[config.mk]
export PLATFORM = sky130hd
export DESIGN_NAME = acess_seq_ctrl_flat
export DESIGN_NICKNAME = d
export VERILOG_FILES = /design/src/rtl/acess_pkg.sv /design/src/rtl/acess_seq_ctrl_if.sv /design/src/rtl/comparador.sv /design/src/rtl/acess_seq_ctrl.sv /design/src/flat_wrapper.sv
export SDC_FILE = /design/constraint.sdc
export NUM_CORES = 1
export LEC_CHECK = 0
export BUFFER_PORTS_ARGS = -buffer_cell sky130_fd_sc_hd__buf_2
export CELL_PAD_IN_SITES_DETAIL_PLACEMENT = 0
export CELL_PAD_IN_SITES_GLOBAL_PLACEMENT = 2
export CORE_ASPECT_RATIO = 0.8
export CORE_MARGIN = 2
export CORE_UTILIZATION = 30
export DETAILED_ROUTE_END_ITERATION = 8
export HOLD_SLACK_MARGIN = 0.15
export PLACE_DENSITY_LB_ADDON = 0.1
export SLEW_MARGIN = 15
export SYNTH_ARGS = -nofsm -noshare
export SYNTH_HDL_FRONTEND = slang
export SYNTH_HIERARCHICAL = 1
export SYNTH_SLANG_ARGS = --single-unit
[constraint.sdc]
create_clock -name clk -period 1.8 [get_ports clk]
set_input_delay 0.09 -clock clk [delete_from_list [all_inputs] [get_ports clk]]
set_output_delay 0.09 -clock clk [all_outputs]
set_load 0.02 [all_outputs]
[src/rtl/acess_pkg.sv]
// Shared types and default widths for the access-control sequencer.
// Imported by the sequencer interface and the sequencer itself.
package acess_pkg;

  typedef enum logic [2:0] {
    IDLE,
    FETCH,
    CHECK,
    OPEN,
    LOCKOUT
  } acess_state_t;

  localparam int ACESS_ADDR_W = 3;
  localparam int ACESS_DATA_W = 8;

endpackage

[src/rtl/acess_seq_ctrl_if.sv]
// Bundle of the keypad request, door status, ROM port and status signals
// around acess_seq_ctrl; the sequencer uses the slave view.
interface acess_seq_ctrl_if
  import acess_pkg::*;
#(
  parameter int ADDR_W    = ACESS_ADDR_W,
  parameter int DATA_W    = ACESS_DATA_W,
  parameter int MAX_TRIES = 3
);
  localparam int TRY_W = $clog2(MAX_TRIES + 1);

  logic              start;
  logic [DATA_W-1:0] senha_digitada;
  logic              fechou;
  logic [ADDR_W-1:0] rom_addr;
  logic [DATA_W-1:0] rom_data;
  logic              busy;
  logic              liberado;
  logic              negado;
  logic              bloqueado;
  logic [TRY_W-1:0]  tentativas;

  modport master (
    output start, senha_digitada, fechou, rom_data,
    input  rom_addr, busy, liberado, negado, bloqueado, tentativas
  );

  modport slave (
    input  start, senha_digitada, fechou, rom_data,
    output rom_addr, busy, liberado, negado, bloqueado, tentativas
  );

endinterface

[src/rtl/comparador.sv]
// Word equality comparator used for the password-vs-ROM match test.
// Purely combinational; the caller registers the decision.
module comparador #(
  parameter int W = 8
) (
  input  logic [W-1:0] a,
  input  logic [W-1:0] b,
  output logic         eq
);

  logic [W-1:0] bit_eq;

  genvar gi;
  generate
    for (gi = 0; gi < W; gi++) begin : g_bit
      assign bit_eq[gi] = ~(a[gi] ^ b[gi]);
    end
  endgenerate

  assign eq = &bit_eq;

endmodule

[src/rtl/acess_seq_ctrl.sv]
// Access-control sequencer: latches the typed password, scans the external ROM
// entry by entry, grants access or counts failures, and enforces a timed lockout.
module acess_seq_ctrl
  import acess_pkg::*;
#(
  parameter int ADDR_W      = ACESS_ADDR_W,
  parameter int DATA_W      = ACESS_DATA_W,
  parameter int N_ENTRIES   = 8,
  parameter int MAX_TRIES   = 3,
  parameter int LOCK_CYCLES = 16
) (
  input logic             clk,
  input logic             rst,
  acess_seq_ctrl_if.slave bus
);

  localparam int TRY_W = $clog2(MAX_TRIES + 1);
  localparam int TMR_W = (LOCK_CYCLES > 1) ? $clog2(LOCK_CYCLES) : 1;

  localparam logic [ADDR_W-1:0] LAST_IDX = ADDR_W'(N_ENTRIES - 1);
  localparam logic [TRY_W-1:0]  TRY_MAX  = TRY_W'(MAX_TRIES);
  localparam logic [TMR_W-1:0]  TMR_LOAD = TMR_W'(LOCK_CYCLES - 1);

  acess_state_t      state_reg;
  logic [DATA_W-1:0] pw_reg;
  logic [ADDR_W-1:0] idx_reg;
  logic [TMR_W-1:0]  timer_reg;
  logic [TRY_W-1:0]  tent_reg;
  logic              busy_reg;
  logic              liberado_reg;
  logic              negado_reg;
  logic              bloqueado_reg;

  logic              match;
  logic [TRY_W-1:0]  tent_next;

  comparador #(
    .W (DATA_W)
  ) u_cmp (
    .a  (bus.rom_data),
    .b  (pw_reg),
    .eq (match)
  );

  // Failure count saturates so it can never be seen above MAX_TRIES.
  assign tent_next = (tent_reg == TRY_MAX) ? TRY_MAX : tent_reg + TRY_W'(1);

  always_ff @(posedge clk) begin
    if (rst) begin
      state_reg     <= IDLE;
      pw_reg        <= '0;
      idx_reg       <= '0;
      timer_reg     <= '0;
      tent_reg      <= '0;
      busy_reg      <= 1'b0;
      liberado_reg  <= 1'b0;
      negado_reg    <= 1'b0;
      bloqueado_reg <= 1'b0;
    end else begin
      negado_reg <= 1'b0;
      case (state_reg)
        IDLE: begin
          if (bus.start) begin
            pw_reg    <= bus.senha_digitada;
            idx_reg   <= '0;
            busy_reg  <= 1'b1;
            state_reg <= FETCH;
          end
        end

        // idx_reg doubles as the ROM address, so it is already on the bus here.
        FETCH: begin
          state_reg <= CHECK;
        end

        CHECK: begin
          if (match) begin
            tent_reg     <= '0;
            liberado_reg <= 1'b1;
            state_reg    <= OPEN;
          end else if (idx_reg != LAST_IDX) begin
            idx_reg   <= idx_reg + ADDR_W'(1);
            state_reg <= FETCH;
          end else begin
            negado_reg <= 1'b1;
            tent_reg   <= tent_next;
            if (tent_next == TRY_MAX) begin
              timer_reg     <= TMR_LOAD;
              bloqueado_reg <= 1'b1;
              state_reg     <= LOCKOUT;
            end else begin
              busy_reg  <= 1'b0;
              state_reg <= IDLE;
            end
          end
        end

        OPEN: begin
          if (bus.fechou) begin
            liberado_reg <= 1'b0;
            busy_reg     <= 1'b0;
            state_reg    <= IDLE;
          end
        end

        LOCKOUT: begin
          if (timer_reg == '0) begin
            tent_reg      <= '0;
            bloqueado_reg <= 1'b0;
            busy_reg      <= 1'b0;
            state_reg     <= IDLE;
          end else begin
            timer_reg <= timer_reg - TMR_W'(1);
          end
        end

        default: begin
          liberado_reg  <= 1'b0;
          bloqueado_reg <= 1'b0;
          busy_reg      <= 1'b0;
          state_reg     <= IDLE;
        end
      endcase
    end
  end

  assign bus.rom_addr   = idx_reg;
  assign bus.busy       = busy_reg;
  assign bus.liberado   = liberado_reg;
  assign bus.negado     = negado_reg;
  assign bus.bloqueado  = bloqueado_reg;
  assign bus.tentativas = tent_reg;

endmodule

[src/flat_wrapper.sv]
// flat-port wrapper written by rule: the top's interface ports become plain ports
module acess_seq_ctrl_flat import acess_pkg::*;
#(
  parameter int ADDR_W      = ACESS_ADDR_W,
  parameter int DATA_W      = ACESS_DATA_W,
  parameter int N_ENTRIES   = 8,
  parameter int MAX_TRIES   = 3,
  parameter int LOCK_CYCLES = 16
)
  (clk, rst, bus_start, bus_senha_digitada, bus_fechou, bus_rom_data, bus_rom_addr, bus_busy, bus_liberado, bus_negado, bus_bloqueado, bus_tentativas);
  acess_seq_ctrl_if #(.ADDR_W(ADDR_W), .DATA_W(DATA_W), .MAX_TRIES(MAX_TRIES)) bus_i ();
  input logic clk;
  input logic rst;
  input wire logic [$bits(bus_i.start)-1:0] bus_start;
  input wire logic [$bits(bus_i.senha_digitada)-1:0] bus_senha_digitada;
  input wire logic [$bits(bus_i.fechou)-1:0] bus_fechou;
  input wire logic [$bits(bus_i.rom_data)-1:0] bus_rom_data;
  output wire logic [$bits(bus_i.rom_addr)-1:0] bus_rom_addr;
  output wire logic [$bits(bus_i.busy)-1:0] bus_busy;
  output wire logic [$bits(bus_i.liberado)-1:0] bus_liberado;
  output wire logic [$bits(bus_i.negado)-1:0] bus_negado;
  output wire logic [$bits(bus_i.bloqueado)-1:0] bus_bloqueado;
  output wire logic [$bits(bus_i.tentativas)-1:0] bus_tentativas;
  assign bus_i.start = bus_start;
  assign bus_i.senha_digitada = bus_senha_digitada;
  assign bus_i.fechou = bus_fechou;
  assign bus_i.rom_data = bus_rom_data;
  assign bus_rom_addr = bus_i.rom_addr;
  assign bus_busy = bus_i.busy;
  assign bus_liberado = bus_i.liberado;
  assign bus_negado = bus_i.negado;
  assign bus_bloqueado = bus_i.bloqueado;
  assign bus_tentativas = bus_i.tentativas;
  acess_seq_ctrl #(.ADDR_W(ADDR_W), .DATA_W(DATA_W), .N_ENTRIES(N_ENTRIES), .MAX_TRIES(MAX_TRIES), .LOCK_CYCLES(LOCK_CYCLES)) u_core (.clk(clk), .rst(rst), .bus(bus_i));
endmodule
==> qor.txt <==
======================================================================================
Portion of the post-synthesis area used by sequential elements                   0.394
Final Wtd Congestion                                                             0.766
Antenna fix cells                                                                    0
Clk pin slew, worst setup/hold paths                                           0.08 ns
Max-slew violation total from the final report                                       0
Post-Route WL                                                                  2.85 mm
Pin count of the biggest net entering global routing                                24
Overflow left after global routing                                                   0
Final setup viols                                                                    0
Data arrival time of the worst path                                            1.80 ns
Synth-to-Final Area Change                                                       29.2%
Share of the core filled with cells                                              0.408
Clk_skew                                                                    0.00129 ns
LEAKAGE                                                                       0.657 nW
Final antenna-violating net count                                                    0
Number of buffers added by the clock tree synthesis step                             3
Quantity of I/O buffers inserted on ports                                           28
Half-perimeter wire length after detailed placement                            2.05 mm
Share of post-route cells with drive strength above 1                            0.254
DIE WIDTH                                                                      75.3 µm
Number of distinct standard cells referenced by the synthesized netlist             38
Post-CTS Repair Setup Buffers                                                        0
Number of vias after detailed routing                                             1093
Hold Path Stages                                                                     4
Flip-flop count of the largest register after layout                                 8
Pin slew with the least headroom to its limit                                 0.517 ns
Ys async rst share                                                                   0
Gr usage total                                                                   0.134
FF+latch count, synth                                                               24
Slew HR                                                                          0.652
Std cell rows                                                                       20
Clock tree from TritonCTS                                                        built
Maximum fanout along the worst path                                                  5
Starting density of the core                                                     0.316
Number of ports placed on the die boundary                                          29
TritonRoute pass-1 iters                                                             4
Required time worst endpoint                                                   1.96 ns
Hold path start                                                             bus_fechou
WL per Instance                                                                12.1 µm
Antenna violations before repair                                                     0
Outcome                                                                   finished, final reports clean
Synthesis warning total                                                              6
Category of the most critical setup path                                       reg2reg
Via count of the first global-routing pass                                         991
Final cycle utilization of the critical path                                     0.913
H-tree Lvls                                                                          1
Synth Net Count                                                                    167
Minimum period implied by the final worst setup slack                          1.64 ns
Filler cell count                                                                  410
Vias per inst                                                                     4.63
Worst R2R Path Depth                                                                 6
Number of flops mapped to enable cells by yosys                                      0
Drt initial violations                                                              29
Clock buffer depth                                                                   2
Hold Fails Final Rpt                                                                 0
R2R Path End                                                              u_core/bus.rom_addr[0]$_SDFFE_PP0P_
Post-Synthesis Cell Area                                                      1220 µm²
Prevailing post-synth register cell                                       sky130_fd_sc_hd__dfxtp_1
Worst-Skew Late Latency                                                        0.26 ns
Cell types occupying the most area after synthesis                        sky130_fd_sc_hd__dfxtp_1 (39%), sky130_fd_sc_hd__a21oi_1 (7.4%), sky130_fd_sc_hd__nand2_1 (7.4%)
Startpoint of the worst register-to-register path                         u_core/bus.rom_addr[0]$_SDFFE_PP0P_
CTS Root Cell                                                             sky130_fd_sc_hd__clkbuf_8
DIE HEIGHT                                                                     61.0 µm
VDD IR max                                                                  0.000298 V
Kind of end point of the critical path                                            flop
Clock Sink Count                                                                    24
Yosys top cell area share                                                        0.394
RSZ-0062 raised after global routing                                               yes
Slack of the worst reg-to-reg path                                             0.16 ns
Post-synthesis cell count                                                          143
Number of max-capacitance violations reported                                        0
Core area                                                                     3850 µm²
Smallest hold slack                                                           0.239 ns
Category of the worst setup path launch point                                     flop
Mean cell area of the mapped netlist                                          8.52 µm²
Aggregate negative setup slack                                                    0 ns
Final nets                                                                         206
DRC viols                                                                            0
Yosys top cell by area                                                    sky130_fd_sc_hd__dfxtp_1
Overall die area                                                              4590 µm²
Global-route wire length before repair                                         4.62 mm
Fmax achieved                                                                0.608 GHz
Hold Path Sink                                                            u_core/bus.liberado$_SDFFE_PP0P_
Power density over cell area                                                683 nW/µm²
Min-Delay Path Class                                                            in2reg
======================================================================================
==> synthesized netlist by cell type, types with 2 or more instances <==
master,number
sky130_fd_sc_hd__nand2_1,24
sky130_fd_sc_hd__nor2b_1,3
sky130_fd_sc_hd__nand4b_1,2
sky130_fd_sc_hd__a31oi_1,2
sky130_fd_sc_hd__xnor2_1,8
sky130_fd_sc_hd__ha_1,4
sky130_fd_sc_hd__o21ai_0,2
sky130_fd_sc_hd__clkbuf_1,4
sky130_fd_sc_hd__inv_1,3
sky130_fd_sc_hd__a211oi_1,6
sky130_fd_sc_hd__nand2b_1,4
sky130_fd_sc_hd__nand4_1,2
sky130_fd_sc_hd__buf_2,3
sky130_fd_sc_hd__nor2_1,6
sky130_fd_sc_hd__nor3b_2,2
sky130_fd_sc_hd__a22oi_1,2
sky130_fd_sc_hd__nor3_1,4
sky130_fd_sc_hd__dfxtp_1,24
sky130_fd_sc_hd__a21oi_1,18
sky130_fd_sc_hd__a22o_1,2
==> stage by stage <==
step | power [W] | cell area (µm²) | setup slack [ns] | instances
after global routing | 0.00114 | 1570 | -0.00389 | 236
final | 0.00108 | 1570 | 0.157 | 236
after CTS | 0.00109 | 1570 | 0.150 | 236
after detailed placement | 0.000711 | 1420 | 0.174 | 223
after floorplan | 0.000660 | 1220 | 0.243 | 143
after global placement | 0.000711 | 1420 | 0.197 | 223
==> worst max-delay path: stages (launching register included) <==
cell and delay, ns:
sky130_fd_sc_hd__dfxtp_1 0.34, sky130_fd_sc_hd__ha_1 0.22, sky130_fd_sc_hd__ha_1 0.25, sky130_fd_sc_hd__nand2b_1 0.16
sky130_fd_sc_hd__o21ai_0 0.14, sky130_fd_sc_hd__a21oi_1 0.13, sky130_fd_sc_hd__mux2_2 0.29
==> placed cells by master, fill, tap and decap left out, drive strengths merged, types with 2 or more instances in the layout <==
cell,instances
a22oi,2
nor2,6
a211oi,6
xnor2,8
o21ai,2
nand2,24
a22o,2
and2,2
dfxtp,24
nor3b,3
nand4b,2
a21oi,19
a31oi,2
clkbuf,4
dlygate4sd3,9
nor2b,3
inv,3
nand4,2
or2,2
ha,4
nor3,5
nand2b,4
buf,33
==> report_power, final <==
part           internal, W  switching (W)
Clock             0.000195       0.000169
Sequential        0.000549      0.0000173
Combinational    0.0000750      0.0000707
==> routing by layer <==
metal | GRT usage | wire, µm
met1 | 0.189 | 1460
met5 | 0 | 0
met3 | 0.0365 | 117
met2 | 0.208 | 1260
met4 | 0.0301 | 15
==> timing repair <==
item,in CTS,in global routing
hold buffers,9,0
endpoints found under the hold margin,9,0
resized for setup,0,1
endpoints found under the setup margin,0,2
==> cell type report <==
class | instances | area [µm²] | share of cell area
Multi-Input combinational cell | 108 | 691 | 0.439
Timing Repair Buffer | 42 | 268 | 0.170
Sequential cell | 24 | 480 | 0.305
Tap cell | 55 | 68.8 | 0.0437
Inverter | 3 | 11.3 | 0.00715
Clock buffer | 4 | 55.1 | 0.0350
==> worst max path at each step <==
stage	startpoint	end	slack, ns	depth (start not counted)
after floorplan	u_core/bus.rom_addr[0]$_SDFFE_PP0P_	u_core/bus.rom_addr[0]$_SDFFE_PP0P_	0.24	6
after global placement	u_core/bus.rom_addr[0]$_SDFFE_PP0P_	u_core/bus.rom_addr[0]$_SDFFE_PP0P_	0.20	6
after detailed placement	u_core/bus.rom_addr[0]$_SDFFE_PP0P_	u_core/bus.rom_addr[0]$_SDFFE_PP0P_	0.17	4
after CTS	u_core/bus.rom_addr[0]$_SDFFE_PP0P_	u_core/bus.rom_addr[0]$_SDFFE_PP0P_	0.15	4
after global routing	u_core/state_reg[1]$_SDFFE_PP0P_	u_core/bus.rom_addr[0]$_SDFFE_PP0P_	-0.004	4
final	u_core/bus.rom_addr[0]$_SDFFE_PP0P_	u_core/bus.rom_addr[0]$_SDFFE_PP0P_	0.16	6
==> cell families after synthesis <==
group,count (synthesis),share of synthesized area
XOR/XNOR,8,0.0575
buffers and inverters,11,0.0431
AO/OA/AOI/OAI,34,0.176
multiplexers,2,0.0175
flip-flops,24,0.394
adder cells (fa/ha/maj),4,0.0411
AND/OR/NAND/NOR,60,0.271
Power figures use the tool's default switching activity.
